`src/rtl/program_loader_pkg.sv`:
```
// program_loader_pkg -- shared definitions for the program loader.
//   state_e   : loader FSM states (S_CHK exists only with LOADER_CHECKSUM_EN)
//   HDR_BYTE  : stream header constant
//   WORD_W    : instruction word width
//   ADDR_W    : instruction memory address / word counter width
// Optional feature macro: LOADER_CHECKSUM_EN (trailing XOR checksum byte).
package program_loader_pkg;

    localparam int         WORD_W   = 10;
    localparam int         ADDR_W   = 10;
    localparam logic [7:0] HDR_BYTE = 8'hA5;

    typedef enum logic [3:0] {
        S_IDLE,
        S_HDR,
        S_LEN_HI,
        S_LEN_LO,
        S_DATA_LO,
        S_DATA_HI,
        S_WRITE,
`ifdef LOADER_CHECKSUM_EN
        S_CHK,
`endif
        S_DONE,
        S_ERR
    } state_e;

endpackage

```
`src/rtl/program_loader.sv`:
```
// program_loader -- receives a byte stream (header, 10-bit length, 10-bit
// words as lo/hi byte pairs, optional XOR checksum) and writes the words into
// instruction memory while holding the CPU in reset.
// Ports:
//   CLK, RESET_N             clock, async active-low reset
//   START                    one-cycle pulse, begins a load from IDLE/DONE/ERR
//   BYTE_IN/BYTE_VALID       stream byte input, accepted with BYTE_READY
//   BYTE_READY               loader can accept a byte this cycle
//   MEM_WE/MEM_ADDR/MEM_WDATA one-cycle instruction memory write
//   CPU_HOLD                 high while a load is in progress
//   DONE / ERROR             sticky completion / abort flags
//   WORD_COUNT               number of words written in this load
// Optional feature macro: LOADER_CHECKSUM_EN -- adds the CHK state and the
// running XOR of all data bytes; without it the last write ends the load.
module program_loader
    import program_loader_pkg::*;
(
    input  logic              CLK,
    input  logic              RESET_N,
    input  logic              START,
    input  logic [7:0]        BYTE_IN,
    input  logic              BYTE_VALID,
    output logic              BYTE_READY,
    output logic              MEM_WE,
    output logic [ADDR_W-1:0] MEM_ADDR,
    output logic [WORD_W-1:0] MEM_WDATA,
    output logic              CPU_HOLD,
    output logic              DONE,
    output logic              ERROR,
    output logic [ADDR_W-1:0] WORD_COUNT
);

    state_e            state_q, state_d;
    logic [ADDR_W-1:0] len_q, len_d;      // N, words in this load
    logic [ADDR_W-1:0] idx_q, idx_d;      // current word index == completed writes
    logic [7:0]        lo_q, lo_d;        // low byte of the word being assembled
    logic [WORD_W-1:0] wdata_q, wdata_d;
    logic              we_q, we_d;
    logic              ready_q, ready_d;
    logic              hold_q, hold_d;
    logic              done_q, done_d;
    logic              err_q, err_d;
`ifdef LOADER_CHECKSUM_EN
    logic [7:0]        xor_q, xor_d;
`endif

    logic accept;
    assign accept = BYTE_VALID & ready_q;

    always_comb begin
        state_d = state_q;
        len_d   = len_q;
        idx_d   = idx_q;
        lo_d    = lo_q;
        wdata_d = wdata_q;
        we_d    = 1'b0;
`ifdef LOADER_CHECKSUM_EN
        xor_d   = xor_q;
`endif
        case (state_q)
            S_IDLE, S_DONE, S_ERR: begin
                if (START) begin
                    state_d = S_HDR;
                    idx_d   = '0;
`ifdef LOADER_CHECKSUM_EN
                    xor_d   = '0;
`endif
                end
            end
            S_HDR: if (accept) state_d = (BYTE_IN == HDR_BYTE) ? S_LEN_HI : S_ERR;
            S_LEN_HI: if (accept) begin
                len_d[9:8] = BYTE_IN[1:0];
                state_d    = (BYTE_IN[7:2] != '0) ? S_ERR : S_LEN_LO;
            end
            S_LEN_LO: if (accept) begin
                len_d[7:0] = BYTE_IN;
                state_d    = ({len_q[9:8], BYTE_IN} == '0) ? S_ERR : S_DATA_LO;
            end
            S_DATA_LO: if (accept) begin
                lo_d    = BYTE_IN;
`ifdef LOADER_CHECKSUM_EN
                xor_d   = xor_q ^ BYTE_IN;
`endif
                state_d = S_DATA_HI;
            end
            S_DATA_HI: if (accept) begin
`ifdef LOADER_CHECKSUM_EN
                xor_d = xor_q ^ BYTE_IN;
`endif
                if (BYTE_IN[7:2] != '0) begin
                    state_d = S_ERR;
                end else begin
                    wdata_d = {BYTE_IN[1:0], lo_q};
                    we_d    = 1'b1;
                    state_d = S_WRITE;
                end
            end
            // MEM_WE is high during this state; the index advances as it ends
            S_WRITE: begin
                idx_d = idx_q + ADDR_W'(1);
                if (idx_q == len_q - ADDR_W'(1)) begin
`ifdef LOADER_CHECKSUM_EN
                    state_d = S_CHK;
`else
                    state_d = S_DONE;
`endif
                end else begin
                    state_d = S_DATA_LO;
                end
            end
`ifdef LOADER_CHECKSUM_EN
            S_CHK: if (accept) state_d = (BYTE_IN == xor_q) ? S_DONE : S_ERR;
`endif
            default: state_d = S_IDLE;
        endcase

        // Outputs are registered from the next state so they line up with it
        case (state_d)
            S_HDR, S_LEN_HI, S_LEN_LO, S_DATA_LO, S_DATA_HI: ready_d = 1'b1;
`ifdef LOADER_CHECKSUM_EN
            S_CHK: ready_d = 1'b1;
`endif
            default: ready_d = 1'b0;
        endcase
        hold_d = !(state_d inside {S_IDLE, S_DONE, S_ERR});
        done_d = (state_d == S_DONE);
        err_d  = (state_d == S_ERR);
    end

    always_ff @(posedge CLK or negedge RESET_N) begin
        if (!RESET_N) begin
            state_q <= S_IDLE;
            len_q   <= '0;
            idx_q   <= '0;
            lo_q    <= '0;
            wdata_q <= '0;
            we_q    <= 1'b0;
            ready_q <= 1'b0;
            hold_q  <= 1'b0;
            done_q  <= 1'b0;
            err_q   <= 1'b0;
`ifdef LOADER_CHECKSUM_EN
            xor_q   <= '0;
`endif
        end else begin
            state_q <= state_d;
            len_q   <= len_d;
            idx_q   <= idx_d;
            lo_q    <= lo_d;
            wdata_q <= wdata_d;
            we_q    <= we_d;
            ready_q <= ready_d;
            hold_q  <= hold_d;
            done_q  <= done_d;
            err_q   <= err_d;
`ifdef LOADER_CHECKSUM_EN
            xor_q   <= xor_d;
`endif
        end
    end

    assign BYTE_READY = ready_q;
    assign MEM_WE     = we_q;
    assign MEM_ADDR   = idx_q;
    assign MEM_WDATA  = wdata_q;
    assign CPU_HOLD   = hold_q;
    assign DONE       = done_q;
    assign ERROR      = err_q;
    assign WORD_COUNT = idx_q;

endmodule
```
`config.mk`:
```
export PLATFORM = sky130hd
export DESIGN_NAME = program_loader
export DESIGN_NICKNAME = d
export VERILOG_FILES = /design/src/rtl/program_loader_pkg.sv /design/src/rtl/program_loader.sv
export SDC_FILE = /design/constraint.sdc
export NUM_CORES = 1
export LEC_CHECK = 0
export ABC_AREA = 1
export BUFFER_PORTS_ARGS = -buffer_cell sky130_fd_sc_hd__buf_2
export CELL_PAD_IN_SITES_DETAIL_PLACEMENT = 0
export CELL_PAD_IN_SITES_GLOBAL_PLACEMENT = 1
export CORE_MARGIN = 3
export CORE_UTILIZATION = 30
export DETAILED_ROUTE_END_ITERATION = 16
export PLACE_DENSITY_LB_ADDON = 0.1
export SLEW_MARGIN = 20
export SYNTH_ARGS = -nofsm -noshare
export SYNTH_HDL_FRONTEND = slang
export SYNTH_SLANG_ARGS = --single-unit
```
`constraint.sdc`:
```
create_clock -name CLK -period 2.12 [get_ports CLK]
set_input_delay 0.212 -clock CLK [delete_from_list [all_inputs] [get_ports CLK]]
set_output_delay 0.212 -clock CLK [all_outputs]
set_load 0.02 [all_outputs]
```
==> impl_metrics.sql <==
INSERT INTO impl_metrics (metric_group, metric, value, unit) VALUES
('run_status', 'run_status', 'finished with violations', ''),
('run_status', 'violations', 'negative hold slack', ''),
('setup_path', 'cp_cell_sequence', 'inv_1, ha_1, nand2_2, o21ai_1, nand2_1, nor2_1, nand3_4, o21ai_2, nand2_1, nand2_1, inv_1', ''),
('clock_network', 'cts_tree', 'done', ''),
('finish', 'fin_util', '37.00', '%'),
('grt', 'use_met1', '18.51', '%'),
('clock_network', 'tritoncts.num_buffers', '5', ''),
('synth', 'synth_seq_area_share', '43.62', '%'),
('clock_network', 'clock_insertion_delay_worst_skew', '0.31', 'ns'),
('grt', 'globalRouteMet3Util', '2.215', '%'),
('setup_path', 'worstPathRequired', '2.33', 'ns'),
('floorplanning', 'die-area', '0.01016', 'mm^2'),
('floorplanning', 'core-area', '0.008464', 'mm^2'),
('synth', 'netlist_top_cells_area', 'dfrtp_1, nand2_1, nand3_1', ''),
('finish', 'num_antenna_cells', '0', ''),
('synth', 'mappedNetlistArea', '0.002696', 'mm^2'),
('grt', 'initial_antenna_violation_count', '0', ''),
('synth', 'synth_area_per_cell', '7.748', 'um^2'),
('clock_network', 'ctsHoldBuffers', '0', ''),
('setup_path', 'delay_of_the_slowest_cell_on_the_worst_path', '0.39', 'ns'),
('detailed_routing', 'routed_wl', '6.579', 'mm'),
('placement', 'gpl.final_weighted_congestion', '0.8528', ''),
('detailed_routing', 'pre_antenna_drt_iters', '4', ''),
('floorplanning', 'initial_core_util', '31.86', '%'),
('setup_path', 'crit_path_max_fanout', '7', ''),
('detailed_routing', 'drt-initial-drc-count', '89', ''),
('power_and_ir_drop', 'vdd_ir_drop_max', '0.0004252', 'V'),
('timing', 'finalHoldViolations', '8', ''),
('timing', 'final_period_minus_worst_setup_slack', '1.850', 'ns'),
('synth', 'leading_area_contributor_after_synthesis', 'dfrtp_1', ''),
('grt', 'grt_pass1_wl', '10.74', 'mm'),
('grt', 'grt.overflow.total', '0', ''),
('synth', 'number_of_synthesized_flops_with_an_enable_pin', '0', ''),
('timing', 'hold_slack', '-0.02019', 'ns'),
('clock_network', 'clock_pin_slew_on_the_worst_setup_and_hold_paths', '0.10', 'ns'),
('placement', 'post-dp-hpwl', '5.055', 'mm'),
('floorplanning', 'floorplan.die.width', '100.8', 'um'),
('synth', 'synth_commonest_cells', 'nand2_1, dfrtp_1, inv_1', ''),
('grt', 'grt.met2_usage', '21.97', '%'),
('detailed_routing', 'viasPerCell', '4.521', ''),
('grt', 'grt.busiest_layer', 'met2', ''),
('clock_network', 'post_cts_buffers', '0', ''),
('placement', 'portBuffers', '46', ''),
('detailed_routing', 'routed_wire_length_per_instance', '13.24', 'um'),
('timing', 'max_slew.worst_pin.slew', '0.6200', 'ns'),
('setup_path', 'endpoint_kind', 'register', ''),
('setup_path', 'crit_path_top_delay_cell', 'dfrtp_1', ''),
('finish', 'layout-drive-gt1-share', '25.00', '%'),
('setup_path', 'worstRegToRegCells', '11', ''),
('floorplanning', 'rows', '33', ''),
('setup_path', 'critical_path.startpoint_type', 'register', ''),
('synth', 'syn_inst', '348', ''),
('synth', 'synthMostInstantiatedCell', 'nand2_1', ''),
('flow_run', 'drv_cap', '0', ''),
('timing', 'timing.final.setup_violations', '0', ''),
('grt', 'grt.total_usage', '13.42', '%'),
('timing', 'fin_skew', '0.009372', 'ns'),
('synth', 'synthArstFlopShare', '100.0', '%'),
('clock_network', 'clockBufferDepth', '2', ''),
('setup_path', 'cpMostUsedCell', 'nand2_1', ''),
('synth', 'mappedNetlistNets', '362', ''),
('timing', 'max-slew-margin-rel', '58.66', '%'),
('synth', 'synth.top_cell.area_share', '43.62', '%'),
('clock_network', 'level_count_of_the_clock_h_tree', '2', ''),
('clock_network', 'cts-resized-gates', '0', ''),
('clock_network', 'root_buffer', 'clkbuf_8', ''),
('detailed_routing', 'route.detailed.drc', '0', ''),
('synth', 'synth.lib_cells_used.distinct', '34', ''),
('power_and_ir_drop', 'power.density', '802.2', 'mW/mm^2'),
('finish', 'nets', '405', ''),
('floorplanning', 'die-height', '100.8', 'um');
[through the flow]
step	area [um^2]	instances	setup slack, ns	total power (uW)
finish	3132	497	0.2703	2512
global route	3132	497	0.09933	2677
CTS	3132	497	0.2608	2551
detailed placement	2992	489	0.2871	1707
global placement	2992	489	0.3634	1711
floorplan	2696	348	0.4829	1532
[kinds of logic (layout without fill, tap and decap cells)]
group / count (synthesis) / in the layout / synth area share (%)
simple gates: 192 / 192 / 34.25
buf+inv: 56 / 100 / 9.373
flops: 47 / 47 / 43.62
compound gates: 40 / 40 / 7.982
xor+xnor: 8 / 8 / 2.598
mux: 3 / 3 / 1.253
fa+ha+maj: 2 / 2 / 0.9279
[critical path: cells and delay by family, from the launching register on]
family | cells | cell delay (ns)
adders and majority gates | 1 | 0.32
buffers and inverters | 2 | 0.19
DFF | 1 | 0.39
and+or+nand+nor | 6 | 0.64
AOI/OAI and AO/OA | 2 | 0.21
[sequential cells by signal (all words and copies together), names as in the netlist]
| register | count |
|---|---|
| lo_q | 8 |
| MEM_ADDR | 10 |
| BYTE_READY | 1 |
| state_q | 4 |
| MEM_WE | 1 |
| MEM_WDATA | 10 |
| CPU_HOLD | 1 |
| DONE | 1 |
| len_q | 10 |
| ERROR | 1 |
[cell type report]
class / count / area (um^2)
clock inverters: 3 / 71.32
fillers: 905 / 5333
repair buffers: 49 / 252.7
well taps: 105 / 131.4
flip-flops and latches: 47 / 1176
inverters: 43 / 163.9
multi-input cells: 245 / 1267
clock buffers: 5 / 68.82
[report_power, final]
group / switching, uW / internal, uW / leakage [uW]
Combinational: 379 / 189 / 0.00104
Clock: 353 / 479 / 0.0000703
Sequential: 90.4 / 1020 / 0.000611
Total: 823 / 1690 / 0.00172
[cell usage in the layout, fill, tap and decap left out, types with 3 or more instances in the layout]
cell type / synthesis / routed
nand2_1: 110 / 110
dfrtp_1: 47 / 47
buf_2: 2 / 46
inv_1: 33 / 33
nand3_1: 26 / 26
nor2_1: 22 / 22
o21ai_0: 22 / 22
a21oi_1: 9 / 9
nor2_2: 8 / 8
inv_2: 8 / 8
nand2_2: 7 / 7
clkbuf_8: 0 / 5
xnor2_1: 4 / 4
xor2_1: 4 / 4
nor2_4: 4 / 4
nor3_1: 4 / 4
o22ai_1: 3 / 3
mux2_2: 3 / 3
buf_4: 10 / 3
[routing by layer]
| layer | routed length (um) | part of all wire, % | up-vias |
|---|---|---|---|
| li1 | - | - | 1174 |
| met1 | 3285 | 50 | 1041 |
| met2 | 3077 | 47 | 27 |
| met3 | 171 | 2.6 | 5 |
| met4 | 45 | 0.68 | 0 |
| met5 | 0 | 0 | - |
[final timing paths]
path / from / end / slack, ns
worst max-delay path: len_q[0] / CPU_HOLD / 0.27
worst min-delay path: RESET_N / MEM_ADDR[7] / -0.02
worst max register to register: len_q[0] / CPU_HOLD / 0.27
worst min register to register: lo_q[3] / MEM_WDATA[3] / 0.47
max in group asynchronous: RESET_N / MEM_WDATA[7] / 1.70
min in group CLK: BYTE_IN[4] / len_q[4] / 0.17
(Power assumes the default switching activity.)
